===== config.mk =====
export PLATFORM = sky130hd
export DESIGN_NAME = spi_target_flat
export DESIGN_NICKNAME = d
export VERILOG_FILES = /design/src/rtl/spi_target_pkg.sv /design/src/rtl/spi_target_if.sv /design/src/rtl/spi_target_sync_edge.sv /design/src/rtl/spi_target.sv /design/src/flat_wrapper.sv
export SDC_FILE = /design/constraint.sdc
export NUM_CORES = 1
export LEC_CHECK = 0
export ABC_CLOCK_PERIOD_IN_PS = 1900
export CORE_MARGIN = 2
export CORE_UTILIZATION = 38
export CTS_CLUSTER_SIZE = 25
export DETAILED_ROUTE_END_ITERATION = 10
export GPL_TIMING_DRIVEN = 0
export HOLD_SLACK_MARGIN = 0.12
export SLEW_MARGIN = 20
export SYNTH_ARGS = -nofsm -noshare
export SYNTH_HDL_FRONTEND = slang
export SYNTH_HIERARCHICAL = 1
export SYNTH_SLANG_ARGS = --single-unit

===== constraint.sdc =====
create_clock -name CLK -period 1.9 [get_ports CLK]
set_input_delay 0.19 -clock CLK [delete_from_list [all_inputs] [get_ports CLK]]
set_output_delay 0.19 -clock CLK [all_outputs]
set_load 0.05 [all_outputs]

===== src/rtl/spi_target_pkg.sv =====
// Shared types and constants for the SPI target endpoint.
package spi_target_pkg;

    typedef enum logic {
        IDLE   = 1'b0,
        ACTIVE = 1'b1
    } state_t;

    localparam int          DEF_DATA_W    = 8;
    // Wide enough for any practical frame width; the top slices it down.
    localparam logic [63:0] DEF_IDLE_FILL = '1;
    localparam int          SYNC_DEPTH    = 2;

endpackage


===== src/rtl/spi_target_if.sv =====
// Parallel-side handshake of the SPI target: TX buffer load and RX word delivery.
interface spi_target_if
    import spi_target_pkg::*;
#(
    parameter int DATA_W = DEF_DATA_W
);

    logic [DATA_W-1:0] tx_data;
    logic              tx_load;
    logic              tx_ready;
    logic [DATA_W-1:0] rx_data;
    logic              rx_valid;
    logic              tx_underrun;
    logic              busy;

    modport master (
        output tx_data, tx_load,
        input  tx_ready, rx_data, rx_valid, tx_underrun, busy
    );

    modport slave (
        input  tx_data, tx_load,
        output tx_ready, rx_data, rx_valid, tx_underrun, busy
    );

endinterface


===== src/rtl/spi_target_sync_edge.sv =====
// Multi-flop synchronizer for an asynchronous pin, plus a previous-value flop
// that turns level changes of the synchronized signal into rise/fall pulses.
module sync_edge
    import spi_target_pkg::*;
#(
    parameter int DEPTH = SYNC_DEPTH
) (
    input  logic CLK,
    input  logic nRST,
    input  logic d,
    output logic rise,
    output logic fall
);

    logic [DEPTH-1:0] sync_q;
    logic             prev_q;
    logic             level;

    // NOTE: non-blocking assignments make each flop take its neighbour's pre-edge
    // value, so the chain really is DEPTH flops deep instead of collapsing to one.
    always_ff @(posedge CLK or negedge nRST) begin
        if (!nRST) begin
            sync_q <= '0;
            prev_q <= 1'b0;
        end else begin
            sync_q <= {sync_q[DEPTH-2:0], d};
            prev_q <= sync_q[DEPTH-1];
        end
    end

    assign level = sync_q[DEPTH-1];
    assign rise  = level & ~prev_q;
    assign fall  = ~level & prev_q;

endmodule


===== src/rtl/spi_target.sv =====
// SPI target endpoint: oversamples sck/ss_n/mosi in the CLK domain, receives
// MSB-first words into rx_data and shifts the buffered TX word out on miso.
module spi_target
    import spi_target_pkg::*;
#(
    parameter int                DATA_W    = DEF_DATA_W,
    parameter logic [DATA_W-1:0] IDLE_FILL = DEF_IDLE_FILL[DATA_W-1:0]
) (
    input  logic        CLK,
    input  logic        nRST,
    input  logic        polarity,
    input  logic        phase,
    input  logic        sck,
    input  logic        ss_n,
    input  logic        mosi,
    output logic        miso,
    output logic        miso_oe,
    spi_target_if.slave bus
);

    localparam int              CNT_W    = $clog2(DATA_W);
    localparam logic [CNT_W-1:0] LAST_BIT = CNT_W'(DATA_W - 1);

    logic sck_rise, sck_fall, ss_rise, ss_fall;
    logic [SYNC_DEPTH-1:0] mosi_sync;
    logic mosi_s;

    sync_edge u_sck_sync (.CLK(CLK), .nRST(nRST), .d(sck),  .rise(sck_rise), .fall(sck_fall));
    sync_edge u_ss_sync  (.CLK(CLK), .nRST(nRST), .d(ss_n), .rise(ss_rise),  .fall(ss_fall));

    // mosi only needs the level, delayed to line up with the sck edge pulses.
    always_ff @(posedge CLK or negedge nRST) begin
        if (!nRST) mosi_sync <= '0;
        else       mosi_sync <= {mosi_sync[SYNC_DEPTH-2:0], mosi};
    end
    assign mosi_s = mosi_sync[SYNC_DEPTH-1];

    logic lead_edge, trail_edge, sample_edge, shift_edge;
    assign lead_edge   = polarity ? sck_fall : sck_rise;
    assign trail_edge  = polarity ? sck_rise : sck_fall;
    assign sample_edge = phase ? trail_edge : lead_edge;
    assign shift_edge  = phase ? lead_edge  : trail_edge;

    state_t            state_q, state_d;
    logic [CNT_W-1:0]  cnt_q, cnt_d;
    logic [DATA_W-2:0] rx_shift_q, rx_shift_d;
    logic [DATA_W-1:0] tx_shift_q, tx_shift_d;
    logic [DATA_W-1:0] tx_buf_q, tx_buf_d;
    logic              tx_ready_q, tx_ready_d;
    logic [DATA_W-1:0] rx_data_q, rx_data_d;
    logic              rx_valid_q, rx_valid_d;
    logic              underrun_q, underrun_d;
    logic              miso_q, miso_d;
    logic              miso_oe_q, miso_oe_d;
    logic              reload;
    logic [DATA_W-1:0] next_word;
    logic [DATA_W-1:0] rx_word;

    assign next_word = tx_ready_q ? IDLE_FILL : tx_buf_q;
    assign rx_word   = {rx_shift_q, mosi_s};

    // NOTE: every signal gets its default before the case, so no path through
    // this block leaves one unassigned and no latch can be inferred.
    always_comb begin
        state_d    = state_q;
        cnt_d      = cnt_q;
        rx_shift_d = rx_shift_q;
        tx_shift_d = tx_shift_q;
        tx_buf_d   = tx_buf_q;
        tx_ready_d = tx_ready_q;
        rx_data_d  = rx_data_q;
        rx_valid_d = 1'b0;
        underrun_d = 1'b0;
        miso_d     = miso_q;
        miso_oe_d  = miso_oe_q;
        reload     = 1'b0;

        case (state_q)
            IDLE: begin
                if (ss_fall) begin
                    state_d   = ACTIVE;
                    cnt_d     = '0;
                    reload    = 1'b1;
                    miso_oe_d = 1'b1;
                    miso_d    = next_word[DATA_W-1];
                    // With CPHA=1 the first leading edge re-presents the MSB,
                    // so keep it in the register; with CPHA=0 it is already out.
                    tx_shift_d = phase ? next_word : {next_word[DATA_W-2:0], 1'b0};
                end
            end
            ACTIVE: begin
                if (ss_rise) begin
                    state_d   = IDLE;
                    cnt_d     = '0;
                    miso_d    = 1'b0;
                    miso_oe_d = 1'b0;
                end else if (sample_edge) begin
                    rx_shift_d = rx_word[DATA_W-2:0];
                    if (cnt_q == LAST_BIT) begin
                        cnt_d      = '0;
                        rx_data_d  = rx_word;
                        rx_valid_d = 1'b1;
                        reload     = 1'b1;
                        tx_shift_d = next_word;
                    end else begin
                        cnt_d = cnt_q + CNT_W'(1);
                    end
                end else if (shift_edge) begin
                    miso_d     = tx_shift_q[DATA_W-1];
                    tx_shift_d = {tx_shift_q[DATA_W-2:0], 1'b0};
                end
            end
            default: state_d = IDLE;
        endcase

        if (reload) begin
            if (tx_ready_q) underrun_d = 1'b1;
            else            tx_ready_d = 1'b1;
        end
        // A load in the same cycle as an underrun reload still fills the buffer.
        if (bus.tx_load && tx_ready_q) begin
            tx_buf_d   = bus.tx_data;
            tx_ready_d = 1'b0;
        end
    end

    always_ff @(posedge CLK or negedge nRST) begin
        if (!nRST) begin
            state_q    <= IDLE;
            cnt_q      <= '0;
            rx_shift_q <= '0;
            tx_shift_q <= '0;
            tx_buf_q   <= '0;
            tx_ready_q <= 1'b1;
            rx_data_q  <= '0;
            rx_valid_q <= 1'b0;
            underrun_q <= 1'b0;
            miso_q     <= 1'b0;
            miso_oe_q  <= 1'b0;
        end else begin
            state_q    <= state_d;
            cnt_q      <= cnt_d;
            rx_shift_q <= rx_shift_d;
            tx_shift_q <= tx_shift_d;
            tx_buf_q   <= tx_buf_d;
            tx_ready_q <= tx_ready_d;
            rx_data_q  <= rx_data_d;
            rx_valid_q <= rx_valid_d;
            underrun_q <= underrun_d;
            miso_q     <= miso_d;
            miso_oe_q  <= miso_oe_d;
        end
    end

    assign miso            = miso_q;
    assign miso_oe         = miso_oe_q;
    assign bus.tx_ready    = tx_ready_q;
    assign bus.rx_data     = rx_data_q;
    assign bus.rx_valid    = rx_valid_q;
    assign bus.tx_underrun = underrun_q;
    assign bus.busy        = (state_q == ACTIVE);

endmodule


===== src/flat_wrapper.sv =====
// flat-port wrapper written by rule: the top's interface ports become plain ports
module spi_target_flat import spi_target_pkg::*;
#(
    parameter int                DATA_W    = DEF_DATA_W,
    parameter logic [DATA_W-1:0] IDLE_FILL = DEF_IDLE_FILL[DATA_W-1:0]
)
  (CLK, nRST, polarity, phase, sck, ss_n, mosi, miso, miso_oe, bus_tx_data, bus_tx_load, bus_tx_ready, bus_rx_data, bus_rx_valid, bus_tx_underrun, bus_busy);
  spi_target_if #(.DATA_W(DATA_W)) bus_i ();
  input  logic CLK;
  input  logic nRST;
  input  logic polarity;
  input  logic phase;
  input  logic sck;
  input  logic ss_n;
  input  logic mosi;
  output logic miso;
  output logic miso_oe;
  input wire logic [$bits(bus_i.tx_data)-1:0] bus_tx_data;
  input wire logic [$bits(bus_i.tx_load)-1:0] bus_tx_load;
  output wire logic [$bits(bus_i.tx_ready)-1:0] bus_tx_ready;
  output wire logic [$bits(bus_i.rx_data)-1:0] bus_rx_data;
  output wire logic [$bits(bus_i.rx_valid)-1:0] bus_rx_valid;
  output wire logic [$bits(bus_i.tx_underrun)-1:0] bus_tx_underrun;
  output wire logic [$bits(bus_i.busy)-1:0] bus_busy;
  assign bus_i.tx_data = bus_tx_data;
  assign bus_i.tx_load = bus_tx_load;
  assign bus_tx_ready = bus_i.tx_ready;
  assign bus_rx_data = bus_i.rx_data;
  assign bus_rx_valid = bus_i.rx_valid;
  assign bus_tx_underrun = bus_i.tx_underrun;
  assign bus_busy = bus_i.busy;
  spi_target #(.DATA_W(DATA_W), .IDLE_FILL(IDLE_FILL)) u_core (.CLK(CLK), .nRST(nRST), .polarity(polarity), .phase(phase), .sck(sck), .ss_n(ss_n), .mosi(mosi), .miso(miso), .miso_oe(miso_oe), .bus(bus_i));
endmodule

# ---- Word level (Yosys, flattened, before mapping)
# Index checks and enable logic that the tools add are counted.
dict set report totals {
  ff_bits 48
  input_bits 16
  word_cells 81
}
dict set report op_classes {
  add_sub_neg 1
  eq_ne 9
  n_mux 37
  bitwise_logic 10
  reduce_logical 8
}
# op count
set ops {}
lappend ops {{8-bit two-way mux} 7}
lappend ops {{1-bit two-way mux} 20}
lappend ops {{8-bit one-hot mux with 2 select lines} 1}
lappend ops {{3-bit two-way mux} 4}
lappend ops {{3-bit by 1-bit != test with 1-bit output, second input constant} 3}
lappend ops {{1-bit one-hot mux with 2 select lines} 4}
lappend ops {{4-bit AND reduction} 2}
lappend ops {{1-bit inverter} 6}
lappend ops {{3-bit one-hot mux with 2 select lines} 1}
lappend ops {{3-bit AND reduction} 2}
lappend ops {{1-bit bitwise AND} 4}
lappend ops {{2-bit by 1-bit != test with 1-bit output, second input constant} 2}
lappend ops {{2-bit AND reduction} 2}
lappend ops {{3-bit by 1-bit adder with 3-bit output, second input constant} 1}
lappend ops {{3-bit == test, second input constant} 1}
lappend ops {{3-bit by 2-bit != test with 1-bit output, second input constant} 1}
lappend ops {{3-bit != test, second input constant} 1}
lappend ops {{2-bit != test, second input constant} 1}
lappend ops {{2-bit nonzero test} 1}
lappend ops {{1-bit logical AND} 1}

# ---- Longest topological paths before layout
# Gate-level depths: netlist of the first run.
dict set report logic_depth {
  ltp_word 9
  mapped_depth 7
  mapped_depth_nobuf 6
}

# ---- Hierarchy
# The synthesis of the first run kept the hierarchy.
# module instances cells_each area_per_inst_um2 seq_area_each_um2
set modules_own_cells {}
lappend modules_own_cells {spi_target 1 154 1934.4 1052.3}
lappend modules_own_cells {sync_edge 2 5 90.1 75.1}

# ---- Least setup slack after synthesis of the first run
# OpenSTA, ideal clock, no wires.
dict set report synth_timing {
  path_kind {register -> register}
  start {register u_core.cnt_q[0]}
  end {register u_core.tx_shift_q[0]}
  arrival_ns 1.840
  path_slack_ns -0.069
  stages_incl_launch_ff 8
  n_path_buf 1
  period_less_slack_ns 1.969
  cell_sequence {dfrtp_1 -> ha_1 -> ha_1 -> or3b_2 -> mux2i_1 -> or2_1 -> clkbuf_2 -> o21ai_0}
}
dict set report synth_between {
  elab_chain_cells 3
}
# item line
set synth_rtl {}
lappend synth_rtl {{start: declaration} spi_target.sv:45} ;# logic [CNT_W-1:0] cnt_q, cnt_d;
lappend synth_rtl {{start signal: assignment} spi_target.sv:142} ;# cnt_q <= cnt_d;
lappend synth_rtl {{3-bit == test} spi_target.sv:99} ;# if (cnt_q == LAST_BIT) begin
lappend synth_rtl {{3-bit != test (no line)} --}
lappend synth_rtl {{4-bit AND reduction (no line)} --}
lappend synth_rtl {{end signal: assignment} spi_target.sv:144} ;# tx_shift_q <= tx_shift_d;
lappend synth_rtl {{end: declaration} spi_target.sv:47} ;# logic [DATA_W-1:0] tx_shift_q, tx_shift_d;
# Every way passes these cells.
# A chain may end at the register's enable or synchronous reset.

# ---- Final worst setup path of the first run
dict set report layout_timing {
  start {register u_core.cnt_q[1]}
  end {register u_core.tx_shift_q[1]}
}
# The elaborated chain is that of the path after synthesis.

==> impl_results.md, run 1 <==
- Outcome: completed
- Register area share after synthesis: around 57%
- # setup viols final: 0
- Critical path type: register to register
- Buf/Inv on CP: 0
- Mapped Cells: 164
- WP data required: 2.06 ns
- Distinct cell type count after synthesis: 36
- Die height: a little under 80 um
- Fin nets: 225
- FMAX: around 530 MHz
- FFs w/ async S/R, synth: between 90% and 100%
- Clock tree sinks: 48
- Yosys warns: 6
- Met2 usage: between 20 and 30%
- Initial antenna violation count: 0
- EDFF count, synth: 0
- Area of the multi-input gates: 921 sq um
- LEAKAGE: 0.00120 uW
- Area grow syn2layout: 29.6%
- Residual DRC: 0
- Crit-path max cell delay: 0.41 ns
- Vias in the first global route: 1523
- Rel. slew slack: between 60% and 70%
- Final global-route overflow total: 0
- Filler Cells Inserted: 452
- Placer Congestion: 0.853
- Die area: 0.00618 sq mm
- Syn Nets: 182
- I/O Buffers: 29
- ANT cells: 0
- Final setup TNS: 0 ns
- Routed via count: 1457
- 1st-iter DRT viols: 251
- WHS: ~0.34 ns
- GR peak layer: met2
- Avg Cell Area, Syn: 12.9 sq um
- Critical-path top delay cell: dfrtp_1
- Least-Margin Pin Slew: 0.509 ns
- TritonCTS clock tree: yes
- Critical path cell sequence: ha_4 > ha_4 > and3b_1 > o31a_1 > a211oi_4 > a32oi_1
- Clk buf depth: 2
- First-pass GRT wire length: 7440 um
- GRT met3 Usage: around 3.8%
- Pre-antenna DRT Iters: 4
- Core box area: 0.00544 sq mm
- Chip width: 78.6 um
- Later-pin clock latency in the skew report: 0.29 ns
- Clk_skew: 0.00758 ns
- Routed len/inst: roughly 16 um
- CP max FO: 7
- Reg area: 0.00120 sq mm
- GRT met1 Usage: 20.4%
- Layout cells sized above 1: between 20 and 30%
- CP arrival: 2.05 ns
- Hold WC Path Type: input port to register
- Row count: 27
- Startpoint types: register
- I/O pin count: 30
- Vias/cell: 5.20
- Initial Utilization: 38.9%
- Nature of the critical path endpoint: register
- Crit-path most repeated cell: ha_4
- Fin crit share: between 90 and 100%
- Power Dens Cells: 1110 mW/mm^2
- Max-slew violations: 0
- Cell family with most CP delay: compound AO/OA/AOI/OAI gates
- Detailed Route WL: 4380 um
- Final hold violations: 0
- Count of state elements after synthesis: 48
- Clock Tree Root: clkbuf_8
- Fin crit period: 1.89 ns
- Dpl hpwl: between 3000 and 4000 um
- Overall routing resource usage: between 10% and 20%
- VDD IR max: 550 uV
- TritonCTS buffer count: 5
- RSZ-0062 raised after global routing: true
- Post-DRT Antenna Nets: 0
- Main flop type after synthesis: dfrtp_1
- Mapped cell area: 0.00211 sq mm
- Util after Layout: 50.4%
- H-tree depth: 2
- Reg clk slew, reported paths: roughly 0.080 ns
- Largest net degree at the start of global routing: 30
- Max Cap Violations: 0
-- area by class of cell --
type                    instances  share of cell area, %
inverters                      10                   1.37
plain buffers                   3                  0.958
clock buffers                   8                   3.29
flip-flops and latches         48                   43.9
well taps                      72                   3.29
multi-input cells             102                   33.6
repair buffers                 37                   13.6
-- cell families (layout without fill, tap and decap cells) --
group	count (synthesis)	in the layout	synth area share [%]
compound gates	29	29	10.4
xor+xnor	2	2	1.18
fa+ha+maj	2	2	1.18
buf+inv	14	58	2.54
flops	48	48	56.9
mux	33	33	17.4
simple gates	36	36	10.4
-- Yosys cell counts, drive strengths merged (2+ instances only) --
cell | n | area, sq um
o21ai | 4 | 20.0
nand2 | 4 | 15.0
clkbuf | 4 | 16.3
o22ai | 3 | 18.8
and2b | 2 | 17.5
nand3b | 3 | 22.5
ha | 2 | 25.0
dfrtp | 47 | 1180
a22oi | 7 | 52.6
nand3 | 9 | 57.6
a32oi | 7 | 61.3
inv | 10 | 37.5
nor2 | 7 | 33.8
nor2b | 3 | 18.8
mux2 | 27 | 308
nand2b | 4 | 25.0
mux2i | 6 | 60.1
-- worst register-to-register path: stages, from the launching register on --
cell	delay, ns
dfrtp_1	0.41
ha_4	0.16
ha_4	0.15
and3b_1	0.17
o31a_1	0.33
a211oi_4	0.37
a32oi_1	0.16
-- sequential cells by signal, indices dropped and copies added, names as in the netlist --
register and cells:
u_core/bus.tx_underrun 1, u_core/miso_oe 1, u_core/rx_shift_q 7, u_core/u_sck_sync/prev_q 1, u_core/u_ss_sync/sync_q 2, u_core/bus.rx_valid 1, u_core/bus.tx_ready 1, u_core/cnt_q 3
u_core/tx_buf_q 8, u_core/tx_shift_q 8, u_core/u_sck_sync/sync_q 2, u_core/mosi_sync 2, u_core/bus.rx_data 8, u_core/miso 1, u_core/u_ss_sync/prev_q 1, u_core/bus.busy 1
-- metrics by stage --
step	instances	cell area (sq um)	worst slack [ns]	power, uW
final	280	2740	0.0126	3030
after global routing	280	2740	-0.0726	3230
after CTS	280	2720	0.00850	3040
after detailed placement	266	2530	-0.498	2390
after global placement	265	2510	-0.714	2330
after floorplan	164	2130	-0.00139	2090
-- where the power goes --
part | total [uW] | internal, uW | switching (uW)
sequential | 1540 | 1310 | 227
combinational | 898 | 437 | 461
clock | 596 | 297 | 299
total | 3030 | 2040 | 988
-- what timing repair did --
action	CTS	global route
pin swaps	5	5
setup buffers	5	1
endpoints found under the setup margin	11	9
hold buffers	1	0
resized for setup	13	6
hold endpoints to repair	19	0
-- cell usage in the layout, fill, tap and decap left out, types with 2 or more instances in the layout --
| cell type | instances |
|---|---|
| and2b_2 | 2 |
| buf_4 | 5 |
| dfrtp_1 | 46 |
| o22ai_1 | 3 |
| buf_12 | 2 |
| mux2i_1 | 4 |
| nor2b_1 | 3 |
| nor2_1 | 6 |
| nand3_1 | 8 |
| nand2b_1 | 4 |
| a22oi_1 | 7 |
| a32oi_1 | 7 |
| ha_4 | 2 |
| clkbuf_8 | 7 |
| clkdlybuf4s50_1 | 25 |
| dlygate4sd2_1 | 3 |
| o21ai_0 | 3 |
| mux2_2 | 26 |
| nand2_1 | 4 |
| inv_1 | 10 |
| clkbuf_1 | 2 |
| nand3b_1 | 3 |
-- path summary, 6_finish.rpt --
kind	to	slack, ns	start	cells past startpoint
max	u_core/tx_shift_q[1]$_DFFE_PN0P_	0.01	u_core/cnt_q[1]$_DFFE_PN0P_	6
min reg2reg	u_core/u_ss_sync/sync_q[1]$_DFF_PN0_	0.35	u_core/u_ss_sync/sync_q[0]$_DFF_PN0_	0
max reg2reg	u_core/tx_shift_q[1]$_DFFE_PN0P_	0.01	u_core/cnt_q[1]$_DFFE_PN0P_	6
min in group asynchronous	u_core/rx_shift_q[3]$_DFFE_PN0P_	0.40	nRST	2
min	u_core/u_ss_sync/sync_q[0]$_DFF_PN0_	0.34	ss_n	1
max in group asynchronous	u_core/bus.tx_ready$_DFFE_PN1P_	0.92	nRST	3
-- layer usage --
metal	vias up	share of wire, %
met5	-	0
met4	0	1.4
met3	8	5.0
met2	43	51
met1	726	43
li1	680	-
Power figures use the tool's default switching activity.
==> run 2, diff against run 1 <==
--- a/config.mk
+++ b/config.mk
@@ -6,12 +6,13 @@
 export NUM_CORES = 1
 export LEC_CHECK = 0
 export ABC_CLOCK_PERIOD_IN_PS = 1900
+export CORE_ASPECT_RATIO = 1.1
 export CORE_MARGIN = 2
 export CORE_UTILIZATION = 38
 export CTS_CLUSTER_SIZE = 25
 export DETAILED_ROUTE_END_ITERATION = 10
-export GPL_TIMING_DRIVEN = 0
 export HOLD_SLACK_MARGIN = 0.12
+export SKIP_LAST_GASP = 1
 export SLEW_MARGIN = 20
 export SYNTH_ARGS = -nofsm -noshare
 export SYNTH_HDL_FRONTEND = slang
==> run 2 against run 1 <==
Effect of this change:
- power up 0.11%
- setup slack gained 0.038 ns
- sequential share of layout area fell by 0.28 points
- design area is 0.64% higher
- global-route usage up 0.95 points
- die area about the same
- clock power down 2%
- core utilization up 1.1 points
- clock skew up 0.0014 ns
- sequential power about the same
- register-to-register slack better by 0.04 ns
- critical endpoint unchanged
==> impl_results.md, run 2 (synthesis results as in run 1) <==
- Outcome: completed
- Nature of the critical path endpoint: register
- ANT cells: 0
- Reg clk slew, reported paths: around 0.09 ns
- Hold path startpoint: mosi
- Row count: 28
- Util after Layout: 51.5%
- VDD IR max: between 400 and 500 uV
- Hold WC Path Type: input port to register
- Initial antenna violation count: 0
- Clk_skew: 0.00896 ns
- Post-DRT Antenna Nets: 0
- FMAX: 541 MHz
- Fin crit share: 97.3%
- Max Cap Violations: 0
- Later-pin clock latency in the skew report: approximately 0.30 ns
- Worst setup endpoint: u_core/tx_shift_q[1]$_DFFE_PN0P_
- Residual DRC: 0
- P_int: about 2000 uW
- # setup viols final: 0
- TritonCTS buffer count: 5
- Final global-route overflow total: 0
- WP data required: 2.12 ns
- Clock Tree Root: clkbuf_8
- Most common cell after layout, fill and taps aside: dfrtp_1
- Power Dens Cells: 1100 mW/mm^2
- RR Startpoint: u_core/cnt_q[1]$_DFFE_PN0P_
- Die area: 0.00618 sq mm
- Chip width: 75.1 um
- CP max FO: 7
- Detailed Route WL: ~4500 um
- Least-Margin Pin Slew: 0.539 ns
- Core box area: ~0.0054 sq mm
- Layout cells sized above 1: 32.4%
- Final Cell Area: between 0.002 and 0.003 sq mm
- H-tree depth: 2
- Final hold violations: 0
- First-pass GRT wire length: 7780 um
- Critical-path top delay cell: or3b_4
- Startpoint types: register
- Final setup TNS: 0 ns
- Reg2reg end: u_core/tx_shift_q[1]$_DFFE_PN0P_
- Rel. slew slack: 63.9%
- Dpl hpwl: 3290 um
- TritonCTS clock tree: yes
- Die height: just over 80 um
- Overall routing resource usage: 16.7%
- Total Power: 3030 uW
- Fin crit period: 1.85 ns
- Largest net degree at the start of global routing: 21
- Reg2Reg Depth: 7
- 1st-iter DRT viols: 85
- RSZ-0062 raised after global routing: true
- P_sw: 1010 uW
- LEAKAGE: 0.00123 uW
- Worst R2R Setup Slack: 0.05 ns
- I/O Buffers: 29
- Clock tree sinks: 48
- Combinational fraction of design power: 30.4%
- Most frequent cells in the layout: 46 x dfrtp_1, 26 x clkdlybuf4s50_1, 26 x mux2_2
- Vias in the first global route: 1650
- Flop pwr share: about half
- Critical path type: register to register
- Cell Area, Placed: about 0.0026 sq mm
- Vias/cell: a little over 5
- Clk buf depth: 2
- Pre-antenna DRT Iters: 4
- Fin nets: 233
- Max-slew violations: 0
- Area grow syn2layout: 30.5%
- Initial Utilization: 39.4%
- I/O pin count: 30
- Crit-path max cell delay: 0.40 ns
- CP arrival: 2.07 ns
- Clk pwr share: 19.3%
- Critical path cell sequence: ha_2 > ha_4 > or3b_4 > mux2i_4 > a211oi_2 > buf_4 > a32oi_1
- Routed via count: between 1000 and 1500
- CP startpoint: u_core/cnt_q[1]$_DFFE_PN0P_
- Placer Congestion: just over 0.8
- Net Sw Frac: 33.2%
- Routed len/inst: 15.3 um
-- run 2: changes by cell type in the layout (fill, tap and decap cells not counted), sizes merged --
cell / delta
clkbuf: -3
clkdlybuf4s50: +1
dlygate4sd2: -2
buf: +11
clkinv: +1
-- run 2: layer usage --
metal	global-route usage [%]	vias up	wire length, um
li1	-	701	-
met1	22.2	745	1960
met2	26.3	42	2190
met3	4.37	8	242
met4	5.89	0	62
met5	0	-	0
-- run 2: worst min-delay path by stage --
stage,end,depth (start not counted)
after floorplan,u_core/bus.busy$_DFF_PN0_,0
after global placement,u_core/bus.rx_data[7]$_DFFE_PN0P_,1
after detailed placement,u_core/bus.rx_data[6]$_DFFE_PN0P_,1
after CTS,u_core/mosi_sync[0]$_DFF_PN0_,1
after global routing,u_core/u_sck_sync/sync_q[0]$_DFF_PN0_,1
final,u_core/mosi_sync[0]$_DFF_PN0_,1
-- run 2: final cells by class --
cell class	count	area (sq um)
fillers	461	2600
flip-flops and latches	48	1200
multi-input cells	102	908
repair buffers	48	430
well taps	75	93.8
clock buffers	7	76.3
inverters	10	37.5
clock inverters	1	8.76
-- run 2: what timing repair did --
action | 4_1_cts | 5_1_grt
hold buffers | 1 | 0
endpoints found under the setup margin | 16 | 8
gates resized for setup | 9 | 1
buffers inserted | 0 | 1
hold endpoints to repair | 17 | 0
pin swaps | 3 | 2
-- run 2: metrics by stage --
stage          hold WS [ns]  setup WS [ns]  instances
2_1_floorplan        -0.106       -0.00139        164
3_3_place_gp          0.156        -0.0985        281
3_5_place_dp          0.166         -0.135        281
4_1_cts               0.318         0.0312        290
5_1_grt               0.321        -0.0137        291
6_report              0.328         0.0510        291
-- run 2: power by group through the flow --
stage / Combinational [uW] / Clock, uW / Sequential, uW
floorplan: 509 / 0 / 1580
global placement: 848 / 0 / 1530
detailed placement: 890 / 0 / 1540
CTS: 916 / 609 / 1520
global route: 1010 / 661 / 1570
finish: 923 / 586 / 1520
-- run 2: worst max-delay path, delay by kind of cell (launching register included) --
kind	cells	cell delay [ns]
buffers and inverters	1	0.17
AND/OR/NAND/NOR	1	0.40
adder cells (fa/ha/maj)	2	0.36
multiplexers	1	0.18
AO/OA/AOI/OAI	2	0.26
flip-flops	1	0.39
